--- src/rtl/pearson_pkg.sv ---
// Shared definitions for the Pearson hash engine: permutation table function,
// its constants and the message FSM state encoding.
package pearson_pkg;

  localparam logic [7:0] PEARSON_MUL = 8'd167;
  localparam logic [7:0] PEARSON_ADD = 8'd13;

  typedef enum logic [1:0] {
    IDLE  = 2'd0,
    ACCUM = 2'd1,
    DONE  = 2'd2
  } state_e;

  // T[x] = (167*x + 13) mod 256; 8-bit arithmetic supplies the modulo.
  function automatic logic [7:0] pearson_t(input logic [7:0] x);
    logic [7:0] r;
    r = x * PEARSON_MUL + PEARSON_ADD;
    return r;
  endfunction

endpackage

--- src/rtl/pearson_lane.sv ---
// One 8-bit Pearson hash lane: running hash register plus the first-byte /
// chained lookup that produces its next value.
module pearson_lane
  import pearson_pkg::*;
#(
  parameter int LANE_IDX = 0
) (
  input  logic       clk_i,
  input  logic       reset_i,
  input  logic       load_i,
  input  logic       first_i,
  input  logic [7:0] data_i,
  output logic [7:0] hash_next_o
);

  localparam logic [7:0] LANE_OFFS = 8'(LANE_IDX);

  logic [7:0] hash_q;
  logic [7:0] lookup_idx;

  // The first byte is seeded with the lane index so lanes diverge.
  assign lookup_idx  = first_i ? (data_i + LANE_OFFS) : (hash_q ^ data_i);
  assign hash_next_o = pearson_t(lookup_idx);

  always_ff @(posedge clk_i or posedge reset_i) begin
    if (reset_i) begin
      hash_q <= 8'h00;
    end else if (load_i) begin
      hash_q <= hash_next_o;
    end
  end

endmodule

--- src/rtl/pearson_hash_stream.sv ---
// Streaming multi-lane Pearson hash: accepts framed bytes over valid/ready and
// presents the hash and saturating length over a second valid/ready port.
module pearson_hash_stream
  import pearson_pkg::*;
#(
  parameter int LANES = 2,
  parameter int CNT_W = 16
) (
  input  logic               clk_i,
  input  logic               reset_i,
  input  logic               msg_valid_i,
  input  logic [7:0]         msg_data_i,
  input  logic               msg_last_i,
  output logic               msg_ready_o,
  output logic               hash_valid_o,
  input  logic               hash_ready_i,
  output logic [8*LANES-1:0] hash_o,
  output logic [CNT_W-1:0]   len_o,
  output logic               busy_o,
  output logic [1:0]         dbg_state_o
);

  // Handshakes: a transfer happens on a rising edge where valid && ready are
  // both high; valid must not depend on ready, and data is held until taken.

  localparam logic [CNT_W-1:0] CNT_MAX = {CNT_W{1'b1}};

  state_e             state_q, state_d;
  logic               accept;
  logic               first_byte;
  logic [8*LANES-1:0] lane_next;
  logic [CNT_W-1:0]   cnt_q, cnt_d;
  logic [8*LANES-1:0] hash_q;
  logic [CNT_W-1:0]   len_q;

  assign accept     = msg_valid_i && msg_ready_o;
  assign first_byte = (state_q == IDLE);

  for (genvar i = 0; i < LANES; i++) begin : g_lane
    pearson_lane #(.LANE_IDX(i)) u_lane (
      .clk_i      (clk_i),
      .reset_i    (reset_i),
      .load_i     (accept),
      .first_i    (first_byte),
      .data_i     (msg_data_i),
      .hash_next_o(lane_next[8*i +: 8])
    );
  end

  always_comb begin
    state_d      = state_q;
    msg_ready_o  = 1'b1;
    hash_valid_o = 1'b0;
    busy_o       = 1'b0;
    case (state_q)
      IDLE: begin
        if (accept) state_d = msg_last_i ? DONE : ACCUM;
      end
      ACCUM: begin
        busy_o = 1'b1;
        if (accept && msg_last_i) state_d = DONE;
      end
      DONE: begin
        msg_ready_o  = 1'b0;
        hash_valid_o = 1'b1;
        if (hash_ready_i) state_d = IDLE;
      end
      default: state_d = IDLE;
    endcase
  end

  // Running length restarts at 1 on a message's first byte and sticks at max.
  always_comb begin
    cnt_d = cnt_q;
    if (accept) begin
      if (first_byte)            cnt_d = {{(CNT_W-1){1'b0}}, 1'b1};
      else if (cnt_q != CNT_MAX) cnt_d = cnt_q + 1'b1;
    end
  end

  always_ff @(posedge clk_i or posedge reset_i) begin
    if (reset_i) begin
      state_q <= IDLE;
      cnt_q   <= '0;
      hash_q  <= '0;
      len_q   <= '0;
    end else begin
      state_q <= state_d;
      cnt_q   <= cnt_d;
      // Results only move on the last byte, so partial hashes never surface.
      if (accept && msg_last_i) begin
        hash_q <= lane_next;
        len_q  <= cnt_d;
      end
    end
  end

  assign hash_o      = hash_q;
  assign len_o       = len_q;
  assign dbg_state_o = state_q;

endmodule

--- config.mk ---
export PLATFORM = sky130hd
export DESIGN_NAME = pearson_hash_stream
export DESIGN_NICKNAME = d
export VERILOG_FILES = /design/src/rtl/pearson_pkg.sv /design/src/rtl/pearson_lane.sv /design/src/rtl/pearson_hash_stream.sv
export SDC_FILE = /design/constraint.sdc
export NUM_CORES = 1
export LEC_CHECK = 0
export CAP_MARGIN = 10
export CELL_PAD_IN_SITES_DETAIL_PLACEMENT = 0
export CELL_PAD_IN_SITES_GLOBAL_PLACEMENT = 1
export CORE_ASPECT_RATIO = 0.75
export CORE_MARGIN = 2
export CORE_UTILIZATION = 48
export CTS_CLUSTER_SIZE = 40
export DETAILED_ROUTE_END_ITERATION = 10
export PLACE_DENSITY_LB_ADDON = 0.1
export SLEW_MARGIN = 20
export SYNTH_ARGS = -nofsm -noshare
export SYNTH_HDL_FRONTEND = slang
export SYNTH_SLANG_ARGS = --single-unit
--- constraint.sdc ---
create_clock -name clk_i -period 10.9 [get_ports clk_i]
set_input_delay 2.725 -clock clk_i [delete_from_list [all_inputs] [get_ports clk_i]]
set_output_delay 2.725 -clock clk_i [all_outputs]
set_load 0.01 [all_outputs]
# Yosys cells after proc, flatten, opt, wreduce, memory -nomap -nowiden

Cells that the tools add are included.
W data, S select, Z words.

Add/subtract/negate cells: 4
Multiply operators: 2
Div/mod/pow operators: 0
Order comparisons: 0
Equal/unequal tests: 6
Shifts and indexed selects: 0
Muxes and demuxes: 13
Bitwise logic cells: 2
Reductions and logical operators: 4

Operators by type and width:

| operator                | number |
|---|---|
| $mux W16                | 3 |
| $add A16 B1 Y16 const B | 1 |
| $add A8 B4 Y8 const B   | 2 |
| $mul A8 B8 Y8 const B   | 2 |
| $mux W8                 | 2 |
| $ne A16 B16 Y1 const B  | 1 |
| $xor A8 B8 Y8           | 2 |
| $add A8 B1 Y8 const B   | 1 |
| $mux W2                 | 4 |
| $ne A2 B2 Y1 const B    | 3 |
| $pmux W2 S3             | 1 |
| $mux W1                 | 3 |
| $reduce_and A3 Y1       | 1 |
| $eq A2 B1 Y1 const B    | 1 |
| $eq A2 B2 Y1 const B    | 1 |
| $logic_and A1 B1 Y1     | 2 |
| $logic_not A2 Y1        | 1 |

Flip-flop bits (word level): 66
Latch bits: 0
RAM bits: 0
Memory bits (read-only): 0
Input bits: 13
Output and inout bits: 37
Word-level logic and storage cells: 37
Memories kept: 0

# Longest topological paths before layout

Depth after elaboration: 6
Depth in mapped cells: 19

# Cells and area by module

From an unflattened synthesis, not the netlist that was laid out.

Cells, all modules: 438
Area total of the unflattened synthesis: 4574.4 µm²

Modules (own cells, without submodules):

| module                           | times used | cells an instance | area an instance (µm²) | seq. area each (µm²) |
|---|---|---|---|---|
| pearson_hash_stream              | 1          | 214               | 2326.0                 | 1251.2 |
| pearson_lane at g_lane[1].u_lane | 1          | 125               | 1201.2                 | 200.2 |
| pearson_lane at g_lane[0].u_lane | 1          | 99                | 1047.3                 | 200.2 |

# Worst setup path after synthesis

OpenSTA, ideal clock, no wires.

Kind: input port to flip-flop
Start point: input msg_data_i[1]
End point: register g_lane[0].u_lane.hash_q[7]
Data arrival time: 6167 ps
Required time: 10775 ps
Setup slack: 4609 ps
Stages on the path: 15
Path buffers: 0
Cell sequence: xnor2_1 inv_1 fa_1 inv_1 ha_1 ha_1 inv_1 fa_1 inv_1 ha_1 a31oi_1 o21bai_1 a21oi_1 xnor3_1 mux2_2

Longest elaborated chain between the ends: 4

RTL lines:

| element              | line                      | source |
|---|---|---|
| from (decl)          | pearson_hash_stream.sv:12 | `input logic [7:0] msg_data_i,` |
| $xor A8 B8 Y8        | pearson_lane.sv:22        | `assign lookup_idx = first_i ? (data_i + LANE_OFFS) : (hash_q ^ data_i);` |
| $mux W8 (*)          | pearson_lane.sv:22        |  |
| $mul A8 B8 Y8 (*)    | pearson_pkg.sv:17         | `r = x * PEARSON_MUL + PEARSON_ADD;` |
| $add A8 B4 Y8 (*)    | pearson_pkg.sv:17         |  |
| to (signal assigned) | pearson_lane.sv:29        | `hash_q <= hash_next_o;` |
| to (decl)            | pearson_lane.sv:18        | `logic [7:0] hash_q;` |

Every way passes the cells marked *; elsewhere a longest branch is shown, timed or not.
A chain may end at the register's enable or synchronous reset.

# Final worst setup path

Start point: input msg_data_i[0]
End point: register g_lane[1].u_lane.hash_q[7]

Longest elaborated chain between the ends: 4
Elaborated cells between the ends (all ways): 5
Classes of those cells: add/sub (2); mul (1); mux (1); bitwise (1)

RTL lines:

| element                                               | line |
|---|---|
| $add A8 B1 Y8 / $xor A8 B8 Y8 (equally long branches) | pearson_lane.sv:22 |
| $mux W8 (*)                                           | pearson_lane.sv:22 |
| $mul A8 B8 Y8 (*)                                     | pearson_pkg.sv:17 |
| $add A8 B4 Y8 (*)                                     | pearson_pkg.sv:17 |
| to (signal assigned)                                  | pearson_lane.sv:29 |
| to (decl)                                             | pearson_lane.sv:18 |

Marks and branches as above.

==> flow_results.xml <==
<?xml version="1.0" encoding="UTF-8"?>
<metrics>
  <group name="run_status">
    <metric name="run_status" unit="">finished, final reports clean</metric>
  </group>
  <group name="drt">
    <metric name="drcViolationCount" unit="">0</metric>
    <metric name="route.antenna.remaining_nets" unit="">0</metric>
    <metric name="detail_route.wirelength" unit="um">8790</metric>
    <metric name="avgViaCountPerCell" unit="">5.14</metric>
    <metric name="drt-wirelength-per-cell" unit="um">15.1</metric>
    <metric name="drt_first_pass_iters" unit="">4</metric>
    <metric name="dr.first_iter.drc_count" unit="">150</metric>
    <metric name="detailroute.via_count" unit="">3001</metric>
  </group>
  <group name="synth">
    <metric name="synth_compound_gate_area_share" unit="%">7.81</metric>
    <metric name="synth_adder_area_share" unit="%">18.1</metric>
    <metric name="synth_largest_area_cell" unit="">dfrtp_1</metric>
    <metric name="synth.avg_cell_area" unit="sq um">10.0</metric>
    <metric name="main_combinational_cell_family_by_area_after_synthesis" unit="">adder cells</metric>
    <metric name="synth.lib_cells_used.distinct" unit="">35</metric>
    <metric name="synthTopCellsByArea" unit="">dfrtp_1 39%, ha_1 11%, xnor2_1 7.6%, fa_1 6.6%, nand2_1 4.5%</metric>
    <metric name="synth-seq-area-share" unit="%">38.9</metric>
    <metric name="synth-xor-area-share" unit="%">12.1</metric>
    <metric name="synth_simple_gate_area_share" unit="%">11.9</metric>
    <metric name="syn-num-nets" unit="">489</metric>
    <metric name="synth_warn" unit="">0</metric>
    <metric name="synth_mux_area_share" unit="%">5.45</metric>
    <metric name="synth_top_cell_area_share" unit="%">38.9</metric>
    <metric name="area_of_the_mapped_netlist" unit="sq um">4240</metric>
    <metric name="ys_seq_elements" unit="">66</metric>
    <metric name="post_synth_inst_count" unit="">423</metric>
  </group>
  <group name="clock_network">
    <metric name="cts-buffers-inserted" unit="">9</metric>
    <metric name="post_cts.resized_instances" unit="">0</metric>
    <metric name="clk_path_buf_depth" unit="">2</metric>
    <metric name="postCtsHoldBufs" unit="">0</metric>
    <metric name="cts-root-buf" unit="">clkbuf_16</metric>
    <metric name="clock_tree.htree_level_count" unit="">3</metric>
    <metric name="worstSkewPairLatency" unit="ns">0.33</metric>
    <metric name="cts.clk_slew.worst_paths" unit="ns">0.06</metric>
    <metric name="clock_sink_count" unit="">66</metric>
    <metric name="postCtsSetupBuffers" unit="">0</metric>
    <metric name="cts_tree" unit="">done</metric>
  </group>
  <group name="layout">
    <metric name="antennaDiodeCount" unit="">0</metric>
    <metric name="final_layout_size_suffix_gt1_share" unit="%">8.19</metric>
    <metric name="synthToLayoutAreaGrowth" unit="%">21.8</metric>
    <metric name="nNetsFinal" unit="">537</metric>
  </group>
  <group name="critical_path">
    <metric name="critical_path.slowest_cell" unit="">clkdlybuf4s50_1</metric>
    <metric name="critical_path_cell_by_cell" unit="">clkdlybuf4s50_1 &gt; ha_1 &gt; nand3_1 &gt; nor3_1 &gt; a21oi_1 &gt; xnor2_1 &gt; ha_1 &gt; ha_1 &gt; fa_1 &gt; inv_1 &gt; fa_1 &gt; inv_1 &gt; ha_1 &gt; nand2_1 &gt; o21ai_0 &gt; xnor3_1 &gt; xnor3_1 &gt; o21ai_1</metric>
    <metric name="worst_path_most_repeated_cell" unit="">ha_1</metric>
    <metric name="setup.worst_path.end_class" unit="">flop</metric>
    <metric name="timing.critical_path.slowest_cell_delay" unit="ns">0.59</metric>
    <metric name="arrival" unit="ns">6.98</metric>
    <metric name="timing.critical_path.required" unit="ns">11.08</metric>
    <metric name="criticalPathCategory" unit="">primary input to flop</metric>
    <metric name="timing.critical_path.fanout_max" unit="">4</metric>
    <metric name="crit_path_start_kind" unit="">primary input</metric>
  </group>
  <group name="grt">
    <metric name="pin_count_of_the_biggest_net_entering_global_routing" unit="">67</metric>
    <metric name="first_global_vias" unit="">3043</metric>
    <metric name="grt.total_usage" unit="%">20.5</metric>
    <metric name="antenna_found_initial" unit="">0</metric>
    <metric name="grt_overflow" unit="">0</metric>
    <metric name="grt_pass1_wl" unit="um">15400</metric>
  </group>
  <group name="floorplanning">
    <metric name="die_width" unit="um">113</metric>
    <metric name="fp.dieH" unit="um">85.4</metric>
    <metric name="ios" unit="">50</metric>
    <metric name="initial_core_util" unit="%">49.8</metric>
    <metric name="fp-row-count" unit="">29</metric>
    <metric name="fp.coreArea" unit="sq um">8530</metric>
    <metric name="die_area" unit="sq um">9620</metric>
  </group>
  <group name="sta">
    <metric name="max_clock_freq" unit="MHz">147</metric>
    <metric name="setup_viol" unit="">0</metric>
    <metric name="drv_slew" unit="">0</metric>
    <metric name="max-slew-margin-rel" unit="%">37.4</metric>
    <metric name="setup_repair_after_global_routing_missed_its_margin" unit="">no</metric>
    <metric name="setup-tns-final" unit="ns">0</metric>
    <metric name="max_slew.worst_pin.slew" unit="ns">0.932</metric>
    <metric name="ratio_of_final_minimum_period_to_clock_period" unit="%">62.4</metric>
    <metric name="hold_violations" unit="">0</metric>
    <metric name="clock-skew-final" unit="ns">0.00538</metric>
    <metric name="final_period_minus_worst_setup_slack" unit="ns">6.80</metric>
  </group>
  <group name="place">
    <metric name="hpwlAfterDp" unit="um">6520</metric>
    <metric name="globalplace.congestion" unit="">0.797</metric>
    <metric name="buffer_ports.inserted" unit="">49</metric>
  </group>
  <group name="min_path">
    <metric name="worstHoldPathType" unit="">flop to flop</metric>
  </group>
  <group name="flow_run">
    <metric name="maxCapViolCount" unit="">0</metric>
  </group>
</metrics>
placed cells by master (no fill, tap or decap), drive strengths merged, types with 3 or more instances in the layout:
cell type / netlist / layout
nor4: 3 / 3
clkbuf: 11 / 9
and3: 4 / 4
o31ai: 5 / 5
xnor3: 5 / 5
o21ai: 35 / 35
dfrtp: 66 / 66
xnor2: 37 / 37
ha: 39 / 39
mux2: 17 / 17
mux2i: 4 / 4
nor2b: 4 / 4
nor3: 3 / 3
inv: 46 / 46
nor2: 22 / 22
buf: 4 / 3
xor2: 9 / 9
nand2b: 5 / 5
fa: 14 / 14
nand2: 51 / 51
nand3: 11 / 11
a31oi: 4 / 4
bufinv: 0 / 3
a21oi: 12 / 12
nand4: 4 / 4
clkdlybuf4s50: 0 / 49
clkinvlp: 0 / 3
path summary, 6_finish.rpt:
check	start	to	slack, ns	depth (start not counted)
worst max-delay path	msg_data_i[0]	g_lane[1].u_lane.hash_q[7]$_DFFE_PP0P_	4.10	18
worst min-delay path	len_o[13]$_DFFE_PP0P_	len_o[13]$_DFFE_PP0P_	0.48	2
worst max register to register	dbg_state_o[0]$_DFFE_PP0P_	g_lane[0].u_lane.hash_q[7]$_DFFE_PP0P_	5.75	17
worst min register to register	len_o[13]$_DFFE_PP0P_	len_o[13]$_DFFE_PP0P_	0.48	2
max in group asynchronous	reset_i	cnt_q[7]$_DFF_PP0_	7.38	3
min in group asynchronous	reset_i	len_o[10]$_DFFE_PP0P_	2.95	3
synthesized netlist by cell type, drive strengths merged:
master and number:
nand3 11, ha 39, xnor3 5, and2 1, xor2 9, buf 4
and3 4, a211oi 1, fa 14, xnor2 37, o21ai 35, nand2b 5
nor2b 4, inv 46, dfrtp 66, a31oi 4, clkbuf 11, nor4 3
nand2 51, o21bai 1, o22ai 1, mux2i 4, and4 2, or2 1
nor2 22, o31ai 5, mux2 17, a21oi 12, a21o 1, nand4 4
nor3 3
per-stage QoR:
step	worst slack (ns)	utilization, %	hold slack, ns	std cells	cell area, sq um
floorplan	4.61	-	0.450	423	4240
global route	3.83	60.6	0.504	584	5170
global placement	3.87	56.6	0.460	568	4820
CTS	4.09	60.6	0.482	584	5170
finish	4.10	60.6	0.476	584	5170
detailed placement	3.75	56.6	0.469	568	4820
cell families after synthesis:
family	after synthesis
and+or+nand+nor	111
xor gates and xnor gates	51
DFF	66
muxes	21
buffers and inverters	61
adders and majority gates	53
AOI/OAI and AO/OA	60
cell type report:
type,count,area (sq um)
clock buffer,9,225
clock inverter,7,118
fill,744,3360
inverter,46,173
multi-input combinational,296,2350
sequential,66,1650
tap,108,135
timing repair buffer,52,513
critical path: cells and delay by family:
family,cells,cell delay [ns]
AND/OR/NAND/NOR,3,0.33
AO/OA/AOI/OAI,3,0.34
XOR/XNOR,3,0.77
adder cells (fa/ha/maj),6,2.14
buffers and inverters,3,0.68
sequential cells by signal (all words and copies together), names as in the netlist:
register	cells
hash_o	16
dbg_state_o	2
cnt_q	16
len_o	16
g_lane.u_lane.hash_q	16
per-layer routing:
layer	global-route usage (%)	up-vias	part of all wire (%)
met5	0	-	0
met4	4.32	0	0.84
met3	5.79	11	4.1
met2	29.9	47	43
met1	30.8	1444	52
li1	-	1499	-
Power is not shown: default switching activity piles up to over one toggle a cycle in this logic, so the estimate is an artifact.
